$ cat config.mk
export PLATFORM = sky130hd
export DESIGN_NAME = slowmem_cache_ctrl
export DESIGN_NICKNAME = d
export VERILOG_FILES = /design/src/rtl/slowmem_cache_ctrl_pkg.sv /design/src/rtl/slowmem_cache_ctrl_cache_line_store.sv /design/src/rtl/slowmem_cache_ctrl.sv
export SDC_FILE = /design/constraint.sdc
export NUM_CORES = 1
export LEC_CHECK = 0
export BUFFER_PORTS_ARGS = -buffer_cell sky130_fd_sc_hd__clkbuf_2
export CAP_MARGIN = 20
export CORE_MARGIN = 5
export CORE_UTILIZATION = 53
export DETAILED_ROUTE_END_ITERATION = 8
export MAX_ROUTING_LAYER = met4
export PLACE_DENSITY = 0.75
export SETUP_SLACK_MARGIN = 0.5
export SLEW_MARGIN = 20
export SYNTH_ARGS = -nofsm -noshare
export SYNTH_HDL_FRONTEND = slang
export SYNTH_SLANG_ARGS = --single-unit
export TNS_END_PERCENT = 50
$ cat constraint.sdc
create_clock -name clk -period 4.25 [get_ports clk]
set_input_delay 0.425 -clock clk [delete_from_list [all_inputs] [get_ports clk]]
set_output_delay 0.425 -clock clk [all_outputs]
set_load 0.005 [all_outputs]
$ cat src/rtl/slowmem_cache_ctrl_pkg.sv
// Shared widths, slowmem timing, FSM encodings and processor sentinels for the
// slowmem cache controller.
package slowmem_cache_ctrl_pkg;
  localparam int WORD_W   = 16;
  localparam int ADDR_W   = 16;
  localparam int MEMDELAY = 4;

  localparam logic [1:0] S_IDLE  = 2'd0;
  localparam logic [1:0] S_ISSUE = 2'd1;
  localparam logic [1:0] S_WAIT  = 2'd2;

  localparam logic [3:0]        NOREG  = 4'hF;
  localparam logic [ADDR_W-1:0] NOADDR = '1;

  function automatic logic [15:0] sat_inc(input logic [15:0] v);
    return (v == 16'hFFFF) ? v : v + 16'd1;
  endfunction
endpackage

$ cat src/rtl/slowmem_cache_ctrl_cache_line_store.sv
// Direct-mapped valid/tag/data array: combinational lookup, one write port,
// flush-all and async clear of the valid bits.
module cache_line_store #(
  parameter int LINES = 8,
  parameter int IW    = 3,
  parameter int TW    = 13,
  parameter int DW    = 16
) (
  input  logic          clk,
  input  logic          reset,
  input  logic          i_flush,
  input  logic [IW-1:0] i_lk_idx,
  input  logic [TW-1:0] i_lk_tag,
  output logic          o_hit,
  output logic [DW-1:0] o_data,
  input  logic          i_we,
  input  logic [IW-1:0] i_wr_idx,
  input  logic [TW-1:0] i_wr_tag,
  input  logic [DW-1:0] i_wr_data
);
  logic [LINES-1:0]         r_valid;
  logic [LINES-1:0][TW-1:0] r_tag;
  logic [LINES-1:0][DW-1:0] r_data;

  assign o_hit  = r_valid[i_lk_idx] && (r_tag[i_lk_idx] == i_lk_tag);
  assign o_data = r_data[i_lk_idx];

  always_ff @(posedge clk or posedge reset) begin
    if (reset)        r_valid <= '0;
    else if (i_flush) r_valid <= '0;
    else if (i_we)    r_valid[i_wr_idx] <= 1'b1;
  end

  // Tag/data need no reset: nothing is read while the valid bit is clear.
  always_ff @(posedge clk) begin
    if (i_we) begin
      r_tag[i_wr_idx]  <= i_wr_tag;
      r_data[i_wr_idx] <= i_wr_data;
    end
  end
endmodule

$ cat src/rtl/slowmem_cache_ctrl.sv
// Write-through, direct-mapped, one-word-line cache in front of slowmem.
// Read misses issue a single strobe and are reissued after TIMEOUT wait cycles.
module slowmem_cache_ctrl
  import slowmem_cache_ctrl_pkg::*;
#(
  parameter int LINES   = 8,
  parameter int AW      = ADDR_W,
  parameter int DW      = WORD_W,
  parameter int TIMEOUT = 15
) (
  input  logic          clk,
  input  logic          reset,
  input  logic          req,
  input  logic          we,
  input  logic [AW-1:0] addr,
  input  logic [DW-1:0] wdata,
  input  logic          flush,
  output logic          ready,
  output logic          done,
  output logic [DW-1:0] rdata,
  output logic [15:0]   hits,
  output logic [15:0]   misses,
  output logic          m_strobe,
  output logic          m_rnotw,
  output logic [AW-1:0] m_addr,
  output logic [DW-1:0] m_wdata,
  input  logic          m_mfc,
  input  logic [DW-1:0] m_rdata
);
  localparam int IW = $clog2(LINES);
  localparam int TW = AW - IW;
  localparam int CW = $clog2(TIMEOUT + 1);

  logic [1:0]    r_state;
  logic [AW-1:0] r_addr;
  logic [CW-1:0] r_wcnt;

  logic          w_acc, w_hit, w_fill, w_st_we, w_flush;
  logic [DW-1:0] w_lk_data;
  logic [IW-1:0] w_wr_idx;
  logic [TW-1:0] w_wr_tag;
  logic [DW-1:0] w_wr_data;

  assign ready   = (r_state == S_IDLE) && !flush;
  assign w_acc   = ready && req;
  assign w_flush = (r_state == S_IDLE) && flush;
  // m_mfc only counts while a read is outstanding; elsewhere it is stale.
  assign w_fill  = (r_state == S_WAIT) && m_mfc;
  assign w_st_we = w_fill || (w_acc && we && w_hit);

  assign w_wr_idx  = w_fill ? r_addr[IW-1:0]  : addr[IW-1:0];
  assign w_wr_tag  = w_fill ? r_addr[AW-1:IW] : addr[AW-1:IW];
  assign w_wr_data = w_fill ? m_rdata         : wdata;

  cache_line_store #(.LINES(LINES), .IW(IW), .TW(TW), .DW(DW)) u_store (
    .clk       (clk),
    .reset     (reset),
    .i_flush   (w_flush),
    .i_lk_idx  (addr[IW-1:0]),
    .i_lk_tag  (addr[AW-1:IW]),
    .o_hit     (w_hit),
    .o_data    (w_lk_data),
    .i_we      (w_st_we),
    .i_wr_idx  (w_wr_idx),
    .i_wr_tag  (w_wr_tag),
    .i_wr_data (w_wr_data)
  );

  always_ff @(posedge clk or posedge reset) begin
    if (reset) begin
      r_state  <= S_IDLE;
      r_addr   <= '0;
      r_wcnt   <= '0;
      done     <= 1'b0;
      rdata    <= '0;
      hits     <= '0;
      misses   <= '0;
      m_strobe <= 1'b0;
      m_rnotw  <= 1'b1;
      m_addr   <= '0;
      m_wdata  <= '0;
    end else begin
      done     <= 1'b0;
      m_strobe <= 1'b0;
      case (r_state)
        S_IDLE: if (w_acc) begin
          if (we) begin
            m_strobe <= 1'b1;
            m_rnotw  <= 1'b0;
            m_addr   <= addr;
            m_wdata  <= wdata;
            done     <= 1'b1;
          end else if (w_hit) begin
            done  <= 1'b1;
            rdata <= w_lk_data;
            hits  <= sat_inc(hits);
          end else begin
            r_state  <= S_ISSUE;
            r_addr   <= addr;
            m_strobe <= 1'b1;
            m_rnotw  <= 1'b1;
            m_addr   <= addr;
            misses   <= sat_inc(misses);
          end
        end
        S_ISSUE: begin
          r_state <= S_WAIT;
          r_wcnt  <= '0;
        end
        S_WAIT: begin
          if (m_mfc) begin
            done    <= 1'b1;
            rdata   <= m_rdata;
            r_state <= S_IDLE;
          end else if (r_wcnt == CW'(TIMEOUT)) begin
            r_state  <= S_ISSUE;
            r_wcnt   <= '0;
            m_strobe <= 1'b1;
            m_rnotw  <= 1'b1;
            m_addr   <= r_addr;
          end else begin
            r_wcnt <= r_wcnt + 1'b1;
          end
        end
        default: r_state <= S_IDLE;
      endcase
    end
  end
endmodule
Yosys cells after proc, flatten, opt, wreduce, memory -nomap -nowiden. Cells that the tools add are included.

Shift-type cells: 0. Divide/modulo/power cells: 0. Reduce and logical (&&, ||, !) cells: 22. Multipliers: 0. Order comparisons: 3. Eq/ne operators: 15. Bitwise operators: 5. Multiplexer cells: 56. $add $sub $neg: 3.

Operator list (count): $mux 16 (12); $bwmux 128 (1); $bwmux 104 (1); $pmux 16 s2 (2); $bmux 16 s3 (1); $demux 16 s3 (1); $bmux 13 s3 (1); $demux 13 s3 (1); $mux 13 (3); $add 16x1->16 const B (2); $eq 16x16->1 const B (2); $reduce_and 5->1 (4); $mux 1 (16); $mux 8 (2); $eq 13x13->1 (1); $ne 2x2->1 const B (6); $mux 2 (5); $logic_and 1x1->1 (8); $lt 3x4->1 const B (2); $mux 4 (2); $or 8x8->8 (1); $pmux 4 s2 (1); $reduce_and 4->1 (2); $pmux 1 s2 (3); 19 further kinds (24).

Memories kept: 0. Output and inout port bits: 84. Logic and storage cells: 132. Bits in registers: 345. Bits in read-only memories: 0. Memory bits (writable): 0. Input bits: 54. Latch bits: 0.

Depth between registers and ports, before layout.
Depth in word-level cells: 10. Gate-level depth with buffers: 12.

Hierarchy. From an unflattened synthesis, not the netlist that was laid out.

Cell total of the unflattened synthesis: 856. Area, all modules: 14343.8 sq um.

Modules (own cells, without submodules): cache_line_store (instances 1, area each 9296.4 sq um, cells an instance 417, seq. area each 7166.9 sq um); slowmem_cache_ctrl (instances 1, area each 5047.3 sq um, cells an instance 439, seq. area each 2628.8 sq um).

Worst setup path before layout. No wires, ideal clock.

Path kind: input-to-reg. Start point: in addr[1]. End point: reg u_store.r_data[112] in the netlist's numbering, enable pin. Data required time: 3.791 ns. Library setup time: 0.459 ns. Arrival: 4.403 ns. Path slack: -0.612 ns. Stages on the path: 8. Cell sequence: buf_4 > buf_6 > mux2i_1 > mux4_2 > xnor2_1 > nor4_2 > nand3_2 > o31ai_1.

Word-level cells in the longest chain between the ends: 6.

Ends and longest elaborated chain: start, declared (RTL line slowmem_cache_ctrl.sv:15) `input logic [AW-1:0] addr,`; $bmux 13 s3 (RTL line slowmem_cache_ctrl_cache_line_store.sv:25) `assign o_hit = r_valid[i_lk_idx] && (r_tag[i_lk_idx] == i_lk_tag);`; $mux 13 (not written as such) (RTL line slowmem_cache_ctrl_cache_line_store.sv:25); $eq 13x13->1 (RTL line slowmem_cache_ctrl_cache_line_store.sv:25); $logic_and 1x1->1 (*) (RTL line slowmem_cache_ctrl_cache_line_store.sv:25); $logic_and 1x1->1 (*) (RTL line slowmem_cache_ctrl.sv:49) `assign w_st_we = w_fill || (w_acc && we && w_hit);`; $logic_or 1x1->1 (*) (RTL line slowmem_cache_ctrl.sv:49); end signal, assigned by index (RTL line slowmem_cache_ctrl_cache_line_store.sv:38) `r_data[i_wr_idx] <= i_wr_data;`; end, declared (RTL line slowmem_cache_ctrl_cache_line_store.sv:23) `logic [LINES-1:0][DW-1:0] r_data;`.

Mark *: on every way between the ends. The rest lies on a longest branch, timed or not. The select of a mux whose other input is x is not followed. A chain may end at the register's enable or synchronous reset.

Worst setup path after layout.
Start point: in addr[1]. End point: reg u_store.r_data[49] in the netlist's numbering, enable pin.

The elaborated chain is that of the path after synthesis.

==> summary.md <==
| Metric | Value |
|---|---|
| Status | `complete, no violations` |
| Post-route antenna net violation count | `0` |
| Max-cap violations | `0` |
| Fmax | `307 MHz` |
| Critical path's top delay family | `buffers and inverters` |
| CP Class | `in -> reg` |
| CTS-repair resized insts | `0` |
| Leakage | `6.79 nW` |
| CTS tree | `built` |
| Number of antenna violations at the first check in global routing | `0` |
| Post-Syn Nets | `1,058` |
| CTS max path bufs | `3` |
| Largest net degree at the start of global routing | `62` |
| Synth top area share | `47.7%` |
| Asr flop ratio synth | `32.8%` |
| R2R depth | `6` |
| Die Wd | `176 um` |
| Clock latency on the worst-skew pair | `0.51 ns` |
| Top post-synthesis cells by area | `edfxtp_1 (48%), dfrtp_1 (19%), mux4_2 (6.0%), nand2_1 (4.6%), mux2i_1 (4.4%)` |
| Most common cell after layout, fill and taps aside | `edfxtp_1` |
| Pwr Density | `455 nW/um^2` |
| Cell taking the most area after synthesis | `edfxtp_1` |
| DR DRC count | `0` |
| EDFF count, synth | `232` |
| Die Ht | `176 um` |
| WL per Instance | `21.2 um` |
| Yosys reg bits | `345` |
| Max incr delay on CP | `0.56 ns` |
| Row cnt | `60` |
| Cell Chain, Critical Path | `clkbuf_2 -> buf_4 -> mux2i_1 -> mux4_2 -> and2_1 -> nor3_2 -> nand3_2 -> o31ai_4 -> buf_12` |
| Crit end category | `flop` |
| Setup Buffers After CTS | `0` |
| Setup Skew | `0.00967 ns` |
| Synthesized area per cell | `14.6 sq um` |
| Final wirelength | `32,200 um` |
| Die area | `31,000 sq um` |
| Filler instances | `1,919` |
| RSZ-0062 raised after global routing | `no` |
| Worst Max-Slew Pin Slew | `1.01 ns` |
| Setup TNS | `0 ns` |
| Antenna cell count | `0` |
| Root Buffer | `clkbuf_16` |
| CTS Sinks | `345` |
| Max FO, Critical Path | `30` |
| Critical path depth in cells | `9` |
| Starting Density | `54.1%` |
| Most frequent cells in the layout | `edfxtp_1 (232), nand2_1 (179), clkbuf_2 (136)` |
| H-tree depth | `2` |
| Slowest CP cell | `o31ai_4` |
| CTS Hold Buffers Added | `0` |
| Yosys Warn Count | `0` |
| Cell Area, Synth | `14,600 sq um` |
| I/O pin count | `138` |
| Hold Fails Final Rpt | `0` |
| Worst endpoint required time | `4.45 ns` |
| HPWL after DPL | `21,500 um` |
| Post-Syn Instances | `1,001` |
| Vias in the first global route | `8,844` |
| # setup viols final | `0` |
| Sequential element share of the synthesized area | `67.0%` |
| Layout area overhead | `16.0%` |
| CP arrival | `3.46 ns` |
| GR Overflow Total | `0` |
| Buf+Inv Stages, Crit Path | `3` |
| Via/cell ratio | `5.87` |
| Worst Setup Start Kind | `primary input` |
| Final Util | `62.7%` |
| Drt first pass iters | `5` |
| Layout cell share with drive strength beyond 1 | `28.5%` |
| IO Port Bufs | `137` |
| CTS Buf Count | `36` |
| Final Cycle Share | `76.6%` |
| Tmin final | `3.26 ns` |
| Ys flop type | `edfxtp_1` |
| Synth unique cells | `61` |
| First-pass GRT wire length | `50,800 um` |
| VDD IR max | `225 uV` |
| DRT iter0 DRCs | `668` |
| Pins Over Slew Limit | `0` |
| GRT Resource Usage Total | `21.5%` |
| Hold Path Class | `in -> async` |
| Tot Pwr | `7.71 mW` |
| Final #Nets | `1,210` |
| Slew margin rel. | `32.5%` |
| Core ar. | `27,000 sq um` |
| Fin Hold WS | `0.0714 ns` |
| Vias | `8,923` |
| GPL Wtd Cong | `0.812` |
| Clk slew on worst S/H paths | `0.06 ns` |
[metrics by stage]
stage	setup slack, ns	instances	instance area, sq um
4_1_cts	0.985	1520	16900
2_1_floorplan	0.217	1001	14600
3_3_place_gp	0.522	1456	15800
6_report	0.994	1520	16900
3_5_place_dp	0.466	1456	15800
5_1_grt	0.730	1520	16900
[report_power, final]
part	internal [mW]	total (mW)	switching, mW	leakage (nW)
combinational	0.359	0.787	0.428	2.70
sequential	3.83	3.98	0.150	3.55
clock	1.71	2.94	1.24	0.542
total	5.89	7.71	1.82	6.79
[registers in the layout, summed over array words and instances (netlist names), 2 cells and up]
name,cells
r_state,2
hits,16
m_wdata,16
u_store.r_valid,8
r_addr,16
rdata,16
misses,16
u_store.r_data,128
u_store.r_tag,104
r_wcnt,4
m_addr,16
[path summary, 6_finish.rpt]
| path | from | to | slack (ns) |
|---|---|---|---|
| min in group clk | wdata[4] | m_wdata[4]$_DFFE_PP0P_ | 0.17 |
| max in group asynchronous | reset | m_rnotw$_DFFE_PP1P_ | 3.27 |
| worst min register to register | hits[4]$_DFFE_PP0P_ | hits[4]$_DFFE_PP0P_ | 0.49 |
| worst max-delay path | addr[1] | u_store.r_data[49]$_DFFE_PP_ | 0.99 |
| worst max register to register | r_state[1]$_DFFE_PP0P_ | u_store.r_data[64]$_DFFE_PP_ | 1.03 |
| worst min-delay path | reset | rdata[9]$_DFFE_PP0P_ | 0.07 |
[synthesized netlist by cell type (2+ instances only)]
library cell	count
o2bb2ai_1	16
mux4_2	39
a21o_1	2
nand3_1	15
buf_6	3
o211ai_1	3
o31ai_1	4
clkbuf_2	2
nor2_2	2
inv_1	7
buf_2	9
ha_1	3
o21a_1	4
and2_1	7
a21boi_0	4
a21oi_1	23
edfxtp_1	232
nor3_1	9
xnor2_1	19
buf_4	4
dfrtp_1	112
buf_1	5
mux2i_1	64
a31oi_1	4
nand2b_1	4
nor2b_1	4
o22ai_1	2
nand2_1	180
nor4_1	6
clkbuf_1	31
nand4_1	11
xor2_1	16
nor2_1	18
a22oi_1	18
or2_2	5
o21ai_0	23
and3_1	17
mux2_2	51
[cells by family (layout without fill, tap and decap cells)]
family,after synthesis,after routing,synth area share (%)
xor+xnor,35,35,2.10
compound gates,109,109,4.92
fa+ha+maj,3,3,0.257
buf+inv,63,241,2.05
mux,155,155,14.4
simple gates,291,291,9.23
flops,345,345,67.0
[layer usage]
layer	vias up	wire length, um	track usage, %
li1	4057	-	-
met2	299	16100	34.3
met5	-	0	-
met3	57	1980	3.94
met1	4510	13400	28.8
met4	0	689	5.65
[cell type report]
type / count / area, sq um / area share, %
inverters: 8 / 32.5 / 0.192
multi-input cells: 593 / 4590 / 27.1
repair buffers: 169 / 991 / 5.85
clock inverters: 18 / 116 / 0.687
flip-flops and latches: 345 / 9800 / 57.8
clock buffers: 46 / 990 / 5.84
well taps: 341 / 427 / 2.52
Power figures use the tool's default switching activity.
